**src/rtl/irq_controller_pkg.sv**
```systemverilog
// -----------------------------------------------------------------------------
// irq_controller_pkg
//   Shared definitions for the interrupt front end: the default source count
//   and the request-handshake state encoding.
//   No ports (package).
// -----------------------------------------------------------------------------
package irq_controller_pkg;

    // Default number of interrupt sources (power of two, >= 2).
    localparam int DEFAULT_N = 32;

    // Handshake state. The encodings are fixed so that CP0 debug readback
    // and any external observers see stable values.
    typedef enum logic [1:0] {
        ST_IDLE    = 2'd0,
        ST_REQ     = 2'd1,
        ST_SERVICE = 2'd2
    } state_e;

endpackage : irq_controller_pkg

```
**src/rtl/irq_controller_pp_or.sv**
```systemverilog
// -----------------------------------------------------------------------------
// pp_or
//   Prefix OR across a vector, from index 0 upward:
//   o_prefix[i] = |i_vec[i:0]. Purely combinational.
//   Ports:
//     i_vec     in   N   input vector
//     o_prefix  out  N   running OR starting at bit 0
// -----------------------------------------------------------------------------
module pp_or #(
    parameter int N = 32
) (
    input  logic [N-1:0] i_vec,
    output logic [N-1:0] o_prefix
);

    // A separate accumulator avoids the vector depending on its own bits,
    // which simulators treat as a combinational self-loop.
    logic w_acc;

    // NOTE: every variable written in always_comb gets a default first, so no
    // path leaves it unassigned and no latch is inferred.
    always_comb begin
        w_acc    = 1'b0;
        o_prefix = '0;
        for (int i = 0; i < N; i++) begin
            w_acc       = w_acc | i_vec[i];
            o_prefix[i] = w_acc;
        end
    end

endmodule : pp_or

```
**src/rtl/irq_controller.sv**
```systemverilog
// -----------------------------------------------------------------------------
// irq_controller
//   Interrupt front end for the MIPS core. Registers N raw lines, latches
//   rising edges (or follows levels) into a pending register, applies a
//   software mask and presents the lowest-index pending source to the CPU
//   under a req/ack/eoi handshake.
//   Ports:
//     clk         in   1   system clock, rising edge
//     reset       in   1   synchronous active-high reset, clears all state
//     irq_in      in   N   raw interrupt lines
//     mask_we     in   1   mask register write enable
//     mask_wdata  in   N   new mask value (1 = source enabled)
//     mask_q      out  N   current mask register
//     pending_q   out  N   current pending register (before masking)
//     int_req     out  1   interrupt request to the CPU
//     int_id      out  W   index of the requested source
//     int_onehot  out  N   one-hot of int_id, zero when no request is held
//     int_ack     in   1   CPU accepts the request (only honoured in REQ)
//     eoi         in   1   end of interrupt (only honoured in SERVICE)
// -----------------------------------------------------------------------------
module irq_controller
    import irq_controller_pkg::*;
#(
    parameter int           N         = DEFAULT_N,
    parameter logic [N-1:0] EDGE_MASK = {N{1'b1}},
    localparam int          W         = $clog2(N)
) (
    input  logic         clk,
    input  logic         reset,
    input  logic [N-1:0] irq_in,
    input  logic         mask_we,
    input  logic [N-1:0] mask_wdata,
    output logic [N-1:0] mask_q,
    output logic [N-1:0] pending_q,
    output logic         int_req,
    output logic [W-1:0] int_id,
    output logic [N-1:0] int_onehot,
    input  logic         int_ack,
    input  logic         eoi
);

    // ------------------------------------------------------------------
    // Registers
    // ------------------------------------------------------------------
    logic [N-1:0] r_sync_q;
    logic [N-1:0] r_prev_q;
    logic [N-1:0] r_pending_q;
    logic [N-1:0] r_mask_q;
    logic [N-1:0] r_onehot_q;
    logic [W-1:0] r_id_q;
    state_e       r_state;

    // ------------------------------------------------------------------
    // Combinational nets
    // ------------------------------------------------------------------
    logic [N-1:0] w_cand;
    logic [N-1:0] w_prefix;
    logic [N-1:0] w_win;
    logic [W-1:0] w_win_id;
    logic [N-1:0] w_edge;
    logic [N-1:0] w_clr;
    logic [N-1:0] w_pending_next;
    logic         w_ack_take;
    logic         w_held_live;
    state_e       w_state_next;

    // ------------------------------------------------------------------
    // Arbitration: lowest enabled pending index wins. Only registered
    // values feed this, so a mask write takes effect one cycle later.
    // ------------------------------------------------------------------
    assign w_cand = r_pending_q & r_mask_q;

    pp_or #(.N(N)) u_pp_or (
        .i_vec    (w_cand),
        .o_prefix (w_prefix)
    );

    // The first position where the prefix turns on is the winner.
    assign w_win = w_prefix & ~(w_prefix << 1);

    always_comb begin
        w_win_id = '0;
        for (int i = 0; i < N; i++) begin
            if (w_win[i]) begin
                w_win_id = W'(i);
            end
        end
    end

    // ------------------------------------------------------------------
    // Pending update
    // ------------------------------------------------------------------
    assign w_ack_take  = (r_state == ST_REQ) && int_ack;
    // Is the source currently offered to the CPU still enabled and pending?
    assign w_held_live = |(w_cand & r_onehot_q);
    assign w_edge      = r_sync_q & ~r_prev_q;
    assign w_clr       = w_ack_take ? r_onehot_q : '0;

    // Edge bits: a new edge is OR-ed in after the ack clear, so a set and a
    // clear landing together keep the bit set. Level bits mirror the line.
    assign w_pending_next = (EDGE_MASK & (w_edge | (r_pending_q & ~w_clr)))
                          | (~EDGE_MASK & r_sync_q);

    // ------------------------------------------------------------------
    // FSM: state register
    // ------------------------------------------------------------------
    // NOTE: sequential state uses non-blocking assignments so every flop
    // samples pre-edge values regardless of process evaluation order.
    always_ff @(posedge clk) begin
        if (reset) begin
            r_state <= ST_IDLE;
        end else begin
            r_state <= w_state_next;
        end
    end

    // ------------------------------------------------------------------
    // FSM: next-state logic
    // ------------------------------------------------------------------
    always_comb begin
        w_state_next = r_state;
        case (r_state)
            ST_IDLE: begin
                if (|w_cand) begin
                    w_state_next = ST_REQ;
                end
            end
            ST_REQ: begin
                // Ack beats withdraw when both happen in the same cycle.
                if (int_ack) begin
                    w_state_next = ST_SERVICE;
                end else if (!w_held_live) begin
                    w_state_next = ST_IDLE;
                end
            end
            ST_SERVICE: begin
                if (eoi) begin
                    w_state_next = ST_IDLE;
                end
            end
            default: begin
                w_state_next = ST_IDLE;
            end
        endcase
    end

    // ------------------------------------------------------------------
    // FSM: outputs
    // ------------------------------------------------------------------
    always_comb begin
        int_req = (r_state == ST_REQ);
    end

    // ------------------------------------------------------------------
    // Datapath registers
    // ------------------------------------------------------------------
    always_ff @(posedge clk) begin
        if (reset) begin
            r_sync_q    <= '0;
            r_prev_q    <= '0;
            r_pending_q <= '0;
            r_mask_q    <= '0;
            r_onehot_q  <= '0;
            r_id_q      <= '0;
        end else begin
            r_sync_q    <= irq_in;
            r_prev_q    <= r_sync_q;
            r_pending_q <= w_pending_next;

            if (mask_we) begin
                r_mask_q <= mask_wdata;
            end

            case (r_state)
                ST_IDLE: begin
                    // Latch the winner once; it stays fixed for the whole
                    // request so a later higher-priority source cannot preempt.
                    if (|w_cand) begin
                        r_id_q     <= w_win_id;
                        r_onehot_q <= w_win;
                    end
                end
                ST_REQ: begin
                    if (!int_ack && !w_held_live) begin
                        r_onehot_q <= '0;
                    end
                end
                ST_SERVICE: begin
                    if (eoi) begin
                        r_onehot_q <= '0;
                    end
                end
                default: begin
                    r_onehot_q <= '0;
                end
            endcase
        end
    end

    assign mask_q     = r_mask_q;
    assign pending_q  = r_pending_q;
    assign int_id     = r_id_q;
    assign int_onehot = r_onehot_q;

endmodule : irq_controller

```
**config.mk**
```make
export PLATFORM = sky130hd
export DESIGN_NAME = irq_controller
export DESIGN_NICKNAME = d
export VERILOG_FILES = /design/src/rtl/irq_controller_pkg.sv /design/src/rtl/irq_controller_pp_or.sv /design/src/rtl/irq_controller.sv
export SDC_FILE = /design/constraint.sdc
export NUM_CORES = 1
export LEC_CHECK = 0
export CAP_MARGIN = 0
export CORE_UTILIZATION = 40
export DETAILED_ROUTE_END_ITERATION = 16
export MAX_ROUTING_LAYER = met4
export PLACE_DENSITY = 0.71
export SYNTH_ARGS = -nofsm -noshare
export SYNTH_HDL_FRONTEND = slang
export SYNTH_SLANG_ARGS = --single-unit
```
**constraint.sdc**
```tcl
create_clock -name clk -period 2.4 [get_ports clk]
set_input_delay 0.24 -clock clk [delete_from_list [all_inputs] [get_ports clk]]
set_output_delay 0.24 -clock clk [all_outputs]
set_load 0.01 [all_outputs]
```
Yosys cells after proc, flatten, opt, wreduce, memory -nomap -nowiden:

Cells that the tools add are included.

* register bits: 167
* output and inout bits: 102
* logic and storage cells: 104

* eq/ne operators: 6
* muxes and demuxes: 41
* bitwise logic cells: 40
* reduce and logical (&&, ||, !) cells: 10

Operator list (number)
* bitwise AND 32 bit: 5
* 2-to-1 mux 5 bit: 26
* 2-to-1 mux 32 bit: 4
* inverter 32 bit: 3
* one-hot mux 32 bit (3 select lines): 1
* OR reduction 32 bit: 2
* bitwise OR 32 bit: 1
* bitwise OR 1 bit: 31
* 2-to-1 mux 2 bit: 6
* 2-to-1 mux 3 bit: 2
* one-hot mux 2 bit (3 select lines): 1
* AND reduction 3 bit: 2
* inequality test 2 bit (second input constant): 2
* inequality test 3 bit (second input constant): 1
* == test 2 x 1 -> 1 bit (second input constant): 1
* == test 2 bit (second input constant): 1
* logical AND 1 bit: 2
* zero test 1 bit: 2
* zero test 2 bit: 1
* inequality test 2 x 1 -> 1 bit (second input constant): 1
* AND reduction 2 bit: 1
* 2-to-1 mux 1 bit: 1

Depth between registers and ports, before layout:

Gate-level depths: netlist of the first run.

* depth after elaboration: 64
* gate-level depth with buffers: 7
* depth with buffers taken out: 6

Modules after synthesis:

Synthesis of the first run repeated with hierarchy kept, for this count alone.

* cells, all modules: 821
* area, all modules: 7145.6 um^2

Modules (own cells, without submodules)
* irq_controller: times used 1, cells an instance 766, area an instance 6830.3 um^2, seq. area each 3343.2 um^2
* pp_or: times used 1, cells an instance 55, area an instance 315.3 um^2, seq. area each 0.0 um^2

Worst setup path before layout of the first run:

OpenSTA, ideal clock, no wires.

* path type: register to register
* start: register r_pending_q[21], in the netlist pending_q[21]
* end: register r_onehot_q[17], in the netlist int_onehot[17]
* arrival time: 2.119 ns
* data required time: 2.283 ns
* slack: 0.164 ns
* stages on the path, launching flop included: 8
* period minus slack after synthesis: 2.236 ns
* path through: dfxtp_1 > a222oi_1 > nand3_1 > nor3b_2 > a2111oi_0 > and2_0 > clkbuf_1 > a32o_1

* longest elaborated chain between the ends: 7

Ends and longest elaborated chain
* from (decl): RTL line irq_controller.sv:47 `logic [N-1:0] r_pending_q;`
* from (signal assigned): RTL line irq_controller.sv:168 `r_pending_q <= w_pending_next;`
* bitwise AND 32 bit (*): RTL line irq_controller.sv:71 `assign w_cand = r_pending_q & r_mask_q;`
* bitwise AND 32 bit: RTL line irq_controller.sv:95 `assign w_held_live = |(w_cand & r_onehot_q);`
* OR reduction 32 bit: RTL line irq_controller.sv:95
* zero test 1 bit: RTL line irq_controller.sv:184 `if (!int_ack && !w_held_live) begin`
* logical AND 1 bit: RTL line irq_controller.sv:184
* inequality test 2 x 1 -> 1 bit (no line)
* AND reduction 3 bit (no line) (*)
* to (signal assigned): RTL line irq_controller.sv:180 `r_onehot_q <= w_win;`
* to (decl): RTL line irq_controller.sv:49 `logic [N-1:0] r_onehot_q;`

Every way passes the cells marked *; elsewhere a longest branch is shown, timed or not.
A chain may end at the register's enable or synchronous reset.

Worst setup path after layout of the first run:

* start: register r_mask_q[13], in the netlist mask_q[13]
* end: register r_onehot_q[30], in the netlist int_onehot[30]

* longest elaborated chain between the ends: 22

Ends and longest elaborated chain
* from (decl): RTL line irq_controller.sv:48 `logic [N-1:0] r_mask_q;`
* from (signal assigned): RTL line irq_controller.sv:171 `r_mask_q <= mask_wdata;`
* bitwise AND 32 bit (*): RTL line irq_controller.sv:71
* bitwise OR 1 bit (17 in a row): RTL line irq_controller_pp_or.sv:26 `w_acc = w_acc | i_vec[i];`
* bitwise OR 1 bit or inverter 32 bit (tied branches): RTL line irq_controller_pp_or.sv:26, irq_controller.sv:79
* bitwise AND 32 bit: RTL line irq_controller.sv:79 `assign w_win = w_prefix & ~(w_prefix << 1);`
* 2-to-1 mux 32 bit: RTL line irq_controller.sv:178 `if (|w_cand) begin`
* one-hot mux 32 bit (3 select lines): RTL line irq_controller.sv:174 `case (r_state)`

Every way passes the cells marked *; elsewhere a longest branch is shown, timed or not. The select of a mux whose other input is x is not followed.

==> impl_metrics.env, run 1 <==
export IMPL_rows=45
export IMPL_wl_per_cell_microns=16.4
export IMPL_cts_tree="yes"
export IMPL_final_min_clock_period_ns=2.20
export IMPL_required_ns=2.72
export IMPL_portBuffers=170
export IMPL_stdcell_count=1110
export IMPL_start_kind="register"
export IMPL_crit_arrival_ns=2.52
export IMPL_overflow=0
export IMPL_max_freq_mhz=454
export IMPL_grt_pass1_vias=5454
export IMPL_p_leak_nw=3.62
export IMPL_finalNetCount=955
export IMPL_synth_nets=749
export IMPL_power_frac_clock_pct=40.4
export IMPL_synth_seq_area_share_pct=53.0
export IMPL_ios=171
export IMPL_yosysWarnings=0
export IMPL_grt_max_degree=97
export IMPL_synth_async_sr_flop_share_pct=0
export IMPL_layout_drive_gt1_share_pct=9.90
export IMPL_syn_avg_cell_area_sq_um=9.28
export IMPL_syn_area_sq_um=6310
export IMPL_final_common_cell="clkdlybuf4s50_1"
export IMPL_hpwl_microns=13300
export IMPL_critPathKind="reg -> reg"
export IMPL_antenna_cells=0
export IMPL_syn_to_final_growth_pct=44.9
export IMPL_wl_microns=18200
export IMPL_clockBufferDepth=2
export IMPL_clock_sinks=167
export IMPL_die_area_sq_um=16300
export IMPL_grt_util_met3_pct=5.99
export IMPL_place_congestion=0.887
export IMPL_globalRouteTotalUtil_pct=24.2
export IMPL_clockRootBuffer="clkbuf_16"
export IMPL_fp_dieW_microns=128
export IMPL_grt_pass1_wl_microns=29200
export IMPL_ctsHoldBuffers=0
export IMPL_crit_fanout=20
export IMPL_synthFlopType="dfxtp_1"
export IMPL_drc=0
export IMPL_power_switching_mw=1.79
export IMPL_final_cell_mix="clkdlybuf4s50_1 (168), dfxtp_1 (167), nor2b_1 (97), nand2_1 (75), nor2_1 (73)"
export IMPL_status="finished clean"
export IMPL_skew_ns=0.00712
export IMPL_drt_iter0_drc=353
export IMPL_cellPowerDensity_nw_per_um2=754
export IMPL_tns_ns=0
export IMPL_power_frac_comb_pct=15.3
export IMPL_worstSetupEndpointType="register"
export IMPL_ant_nets=0
export IMPL_num_vias=5621
export IMPL_swShare_pct=25.9
export IMPL_syn_inst=680
export IMPL_whs_ns=0.241
export IMPL_antenna_found_initial=0
export IMPL_peakVddDrop_uv=563
export IMPL_insertion_delay_ns=0.43
export IMPL_core_area_sq_um=15300
export IMPL_hold_viol_final=0
export IMPL_p_int_mw=5.11
export IMPL_drtPass1Iterations=4
export IMPL_htreeDepth=4
export IMPL_gr_usage_met2_pct=36.2
export IMPL_gr_usage_met1_pct=31.3
export IMPL_place_area_sq_um=8520
export IMPL_top_usage_layer="met2"
export IMPL_worstMarginPinSlew_ns=0.644
export IMPL_dpl_cell_count=1077
export IMPL_ys_ff_latch=167
export IMPL_sequentialPowerShare_pct=44.2
export IMPL_fp_dieH_microns=128
export IMPL_viasPerCell=5.06
export IMPL_maxSlewViolCount=0
export IMPL_setup_violations=0
export IMPL_maxCapViolCount=0
export IMPL_finalCritPeriodShare_pct=91.7
export IMPL_synth_edff_count=0
export IMPL_min_path_type="in -> reg"
export IMPL_clk_pin_slew_ns=0.06
export IMPL_cts_buffers=17
export IMPL_final_cell_area_sq_um=9150
export IMPL_relSlewSlack_pct=57.0
export IMPL_rsz0062_at_grt="yes"
export IMPL_start_util_pct=41.2
export IMPL_synth_cell_type_count=45
stage by stage:
step	total power, mW	util, %	worst slack (ns)
final	6.90	59.8	0.200
after global routing	7.19	59.8	-0.00116
after CTS	6.95	59.6	0.0440
after detailed placement	4.16	55.6	0.0657
after global placement	4.15	55.6	0.117
after floorplan	3.60	-	0.164
synth_stat cells (2+ instances only):
master / count / area (sq um)
nor3_2: 2 / 20.0
a2111oi_0: 2 / 17.5
nand4_1: 16 / 100
a22oi_1: 4 / 30.0
inv_1: 5 / 18.8
clkbuf_1: 21 / 78.8
o21ai_0: 10 / 50.1
nor4_1: 2 / 12.5
o2bb2ai_1: 21 / 184
buf_1: 3 / 11.3
a32o_1: 5 / 50.1
dfxtp_1: 167 / 3340
nor2b_1: 97 / 607
nand2_1: 75 / 282
a31oi_1: 6 / 37.5
a222oi_1: 6 / 60.1
and2_1: 3 / 18.8
or4_1: 2 / 15.0
buf_4: 3 / 22.5
a21o_1: 2 / 15.0
a21oi_1: 43 / 215
nor2_1: 73 / 274
mux2i_1: 32 / 320
nand3_1: 51 / 255
nor3_1: 4 / 20.0
a22o_1: 6 / 52.6
state kept, by name, indices dropped and copies added, names as in the netlist:
name        cells
int_onehot     32
r_sync_q       32
pending_q      32
mask_q         32
r_state         2
r_prev_q       32
int_id          5
final timing paths:
| check | start | endpoint | slack, ns | cells after the start |
|---|---|---|---|---|
| setup / recovery | mask_q[13] | int_onehot[30] | 0.20 | 8 |
| hold / removal | reset | r_state[1] | 0.24 | 2 |
| setup reg to reg | mask_q[13] | int_onehot[30] | 0.20 | 8 |
| hold reg to reg | r_sync_q[6] | r_prev_q[6] | 0.45 | 1 |
cell type report:
type | instances | area, sq um
Clock buffer | 18 | 429
Tap cell | 211 | 264
Multi-Input combinational cell | 480 | 2850
Timing Repair Buffer | 215 | 2070
Sequential cell | 167 | 3340
Clock inverter | 14 | 173
Fill cell | 1377 | 6160
Inverter | 5 | 18.8
power by group through the flow:
stage               combinational [mW]  sequential (mW)  clock (mW)
floorplan                        0.463             3.14           0
global placement                  1.04             3.11           0
detailed placement                1.05             3.11           0
CTS                               1.05             3.05        2.85
global route                      1.15             3.07        2.97
finish                            1.06             3.05        2.79
timing repair:
item	4_1_cts	5_1_grt
resized for setup	0	5
setup endpoints to repair	0	35
buffers inserted	0	1
cell families after synthesis:
| family | share of synthesized area [%] |
|---|---|
| AO/OA/AOI/OAI | 13.0 |
| flip-flops | 53.0 |
| buffers and inverters | 2.26 |
| multiplexers | 5.07 |
| AND/OR/NAND/NOR | 26.7 |
worst max-delay path, cell delays in order, from the launching register on:
cell and delay, ns:
dfxtp_1 0.32, buf_4 0.15, nand3_1 0.12, nand4_1 0.10, or4_1 0.57, nor3_2 0.26
o32ai_4 0.15, buf_12 0.18, a22o_1 0.23
metal layers:
metal,part of all wire [%],wire length (microns),vias to the layer above
met5,0,0,-
met4,2.6,472,0
met3,5.7,1040,28
met1,47,8550,2649
met2,45,8090,156
li1,-,-,2788
Power figures use the tool's default switching activity.
==> run 2, diff against run 1 <==
--- a/config.mk
+++ b/config.mk
@@ -10,6 +10,7 @@
 export DETAILED_ROUTE_END_ITERATION = 16
 export MAX_ROUTING_LAYER = met4
 export PLACE_DENSITY = 0.71
+export SLEW_MARGIN = 20
 export SYNTH_ARGS = -nofsm -noshare
 export SYNTH_HDL_FRONTEND = slang
 export SYNTH_SLANG_ARGS = --single-unit
==> results of run 2 <==
Same layout as run 1: the final DEF is identical, and so are final timing and power.
==> run 3, diff against run 2 <==
--- a/config.mk
+++ b/config.mk
@@ -5,11 +5,11 @@
 export SDC_FILE = /design/constraint.sdc
 export NUM_CORES = 1
 export LEC_CHECK = 0
-export CAP_MARGIN = 0
 export CORE_UTILIZATION = 40
 export DETAILED_ROUTE_END_ITERATION = 16
+export GPL_TIMING_DRIVEN = 1
 export MAX_ROUTING_LAYER = met4
-export PLACE_DENSITY = 0.71
+export PLACE_DENSITY = 0.68
 export SLEW_MARGIN = 20
 export SYNTH_ARGS = -nofsm -noshare
 export SYNTH_HDL_FRONTEND = slang
==> constraint.sdc (replaced) <==
create_clock -name clk -period 2.7 [get_ports clk]
set_input_delay 0.27 -clock clk [delete_from_list [all_inputs] [get_ports clk]]
set_output_delay 0.27 -clock clk [all_outputs]
set_load 0.01 [all_outputs]
==> impl_metrics.env, run 3 (synthesis results as in run 1) <==
export IMPL_status="finished clean"
export IMPL_worstMarginPinSlew_ns=0.682
export IMPL_rows=45
export IMPL_place_congestion=0.942
export IMPL_skew_ns=0.00615
export IMPL_ios=171
export IMPL_multi_input_area_sq_um=2840
export IMPL_stdcell_count=1080
export IMPL_finalNetCount=926
export IMPL_layout_drive_gt1_share_pct=6.21
export IMPL_required_ns=3.07
export IMPL_crit_arrival_ns=2.84
export IMPL_overflow=0
export IMPL_wl_microns=18600
export IMPL_ant_nets=0
export IMPL_syn_to_final_growth_pct=41.7
export IMPL_die_area_sq_um=16300
export IMPL_relSlewSlack_pct=53.3
export IMPL_drtPass1Iterations=5
export IMPL_worst_r2r_startpoint="mask_q[0]"
export IMPL_antenna_found_initial=0
export IMPL_wl_per_cell_microns=17.2
export IMPL_tns_ns=0
export IMPL_final_setup_worst_slack_ns=0.223
export IMPL_final_cell_mix="clkdlybuf4s50_1 (168), dfxtp_1 (167), nor2b_1 (97), nand2_1 (75), nor2_1 (73)"
export IMPL_fill_cells=1389
export IMPL_total_power_mw=6.21
export IMPL_cts_buffers=17
export IMPL_min_path_type="in -> reg"
export IMPL_core_area_sq_um=15300
export IMPL_ctsHoldBuffers=0
export IMPL_setup_violations=0
export IMPL_cts_tree="yes"
export IMPL_sequentialPowerShare_pct=44.0
export IMPL_hpwl_microns=13500
export IMPL_htreeDepth=4
export IMPL_final_common_cell="clkdlybuf4s50_1"
export IMPL_crit_fanout=24
export IMPL_worstSetupEndpointType="register"
export IMPL_finalCritPeriodShare_pct=91.7
export IMPL_clock_sinks=167
export IMPL_start_util_pct=41.2
export IMPL_fp_dieW_microns=128
export IMPL_globalRouteTotalUtil_pct=24.0
export IMPL_min_delay_path_depth=2
export IMPL_start_kind="register"
export IMPL_cellPowerDensity_nw_per_um2=695
export IMPL_power_frac_comb_pct=14.2
export IMPL_p_int_mw=4.70
export IMPL_clockRootBuffer="clkbuf_16"
export IMPL_grt_pass1_wl_microns=29200
export IMPL_maxCapViolCount=0
export IMPL_regArea_sq_um=3340
export IMPL_peakVddDrop_uv=487
export IMPL_hold_viol_final=0
export IMPL_insertion_delay_ns=0.42
export IMPL_num_vias=5665
export IMPL_power_frac_clock_pct=41.7
export IMPL_swShare_pct=24.3
export IMPL_rr_worst_depth=7
export IMPL_min_from="reset"
export IMPL_critPathKind="reg -> reg"
export IMPL_clockBufferDepth=2
export IMPL_maxSlewViolCount=0
export IMPL_post_place_ws_ns=0.281
export IMPL_final_min_clock_period_ns=2.48
export IMPL_drt_iter0_drc=379
export IMPL_fp_dieH_microns=128
export IMPL_power_switching_mw=1.51
export IMPL_dpl_cell_count=1049
export IMPL_viasPerCell=5.25
export IMPL_antenna_cells=0
export IMPL_grt_max_degree=95
export IMPL_portBuffers=170
export IMPL_cts_setup_buffers=0
export IMPL_rrSetupSlack_ns=0.22
export IMPL_p_leak_nw=3.48
export IMPL_hold_end="pending_q[22]"
export IMPL_crit_reg2reg_capture="int_onehot[28]"
export IMPL_grt_pass1_vias=5443
export IMPL_clk_pin_slew_ns=0.06
export IMPL_utilization_pct=58.4
export IMPL_drc=0
export IMPL_max_freq_mhz=404
export IMPL_rsz0062_at_grt="no"
==> run 3: cell count changes in the layout (fill, tap and decap cells not counted), sizes merged <==
cell,delta
buf,-29
clkbuf,+4
inv,-4
bufinv,+2
clkinvlp,-2
clkinv,-1
==> run 3: how the worst max path moves through the flow <==
stage                              from        endpoint  slack [ns]  cells past startpoint
after floorplan           pending_q[21]  int_onehot[17]        0.46                      7
after global placement     pending_q[0]       int_id[1]        0.32                      6
after detailed placement   pending_q[0]       int_id[1]        0.28                      6
after CTS                  pending_q[0]       int_id[1]        0.21                      6
after global routing          mask_q[0]  int_onehot[28]       0.002                      7
final                         mask_q[0]  int_onehot[28]        0.22                      7
==> run 3: cell type report <==
type / count / area share (%)
clock buffer: 22 / 5.08
timing repair buffer: 186 / 20.7
inverter: 5 / 0.210
tap: 211 / 2.95
clock inverter: 9 / 1.94
multi-input combinational: 480 / 31.7
sequential: 167 / 37.4
==> run 3: metal layers <==
metal / vias to the layer above / GRT usage [%] / wire, microns
met4: 0 / 8.58 / 400
li1: 2732 / - / -
met5: - / - / 0
met1: 2695 / 31.4 / 8510
met3: 24 / 4.65 / 1120
met2: 214 / 36.9 / 8540
==> run 3: stage by stage <==
| step | hold slack, ns | cell area [sq um] |
|---|---|---|
| 2_1_floorplan | 0.398 | 6310 |
| 3_3_place_gp | 0.439 | 8310 |
| 3_5_place_dp | 0.443 | 8310 |
| 4_1_cts | 0.291 | 8940 |
| 5_1_grt | 0.316 | 8940 |
| 6_report | 0.299 | 8940 |
==> run 3: worst max-delay path: stages, from the launching register on <==
cell and delay (ns):
dfxtp_1 0.35, a222oi_1 0.52, nand4_1 0.31, nor3_2 0.37, a31oi_1 0.20, o32ai_4 0.29, buf_12 0.22, a22o_1 0.15
==> run 3: power by group through the flow <==
stage	logic, mW	registers (mW)	clock network (mW)
after detailed placement	0.874	2.79	0
after global routing	0.953	2.76	2.74
after floorplan	0.411	2.79	0
after global placement	0.865	2.78	0
final	0.885	2.74	2.59
after CTS	0.881	2.73	2.64
==> run 3: what timing repair did <==
item	in CTS	in global routing
endpoints found under the hold margin	0	0
setup endpoints to repair	0	1
gates resized for setup	0	1
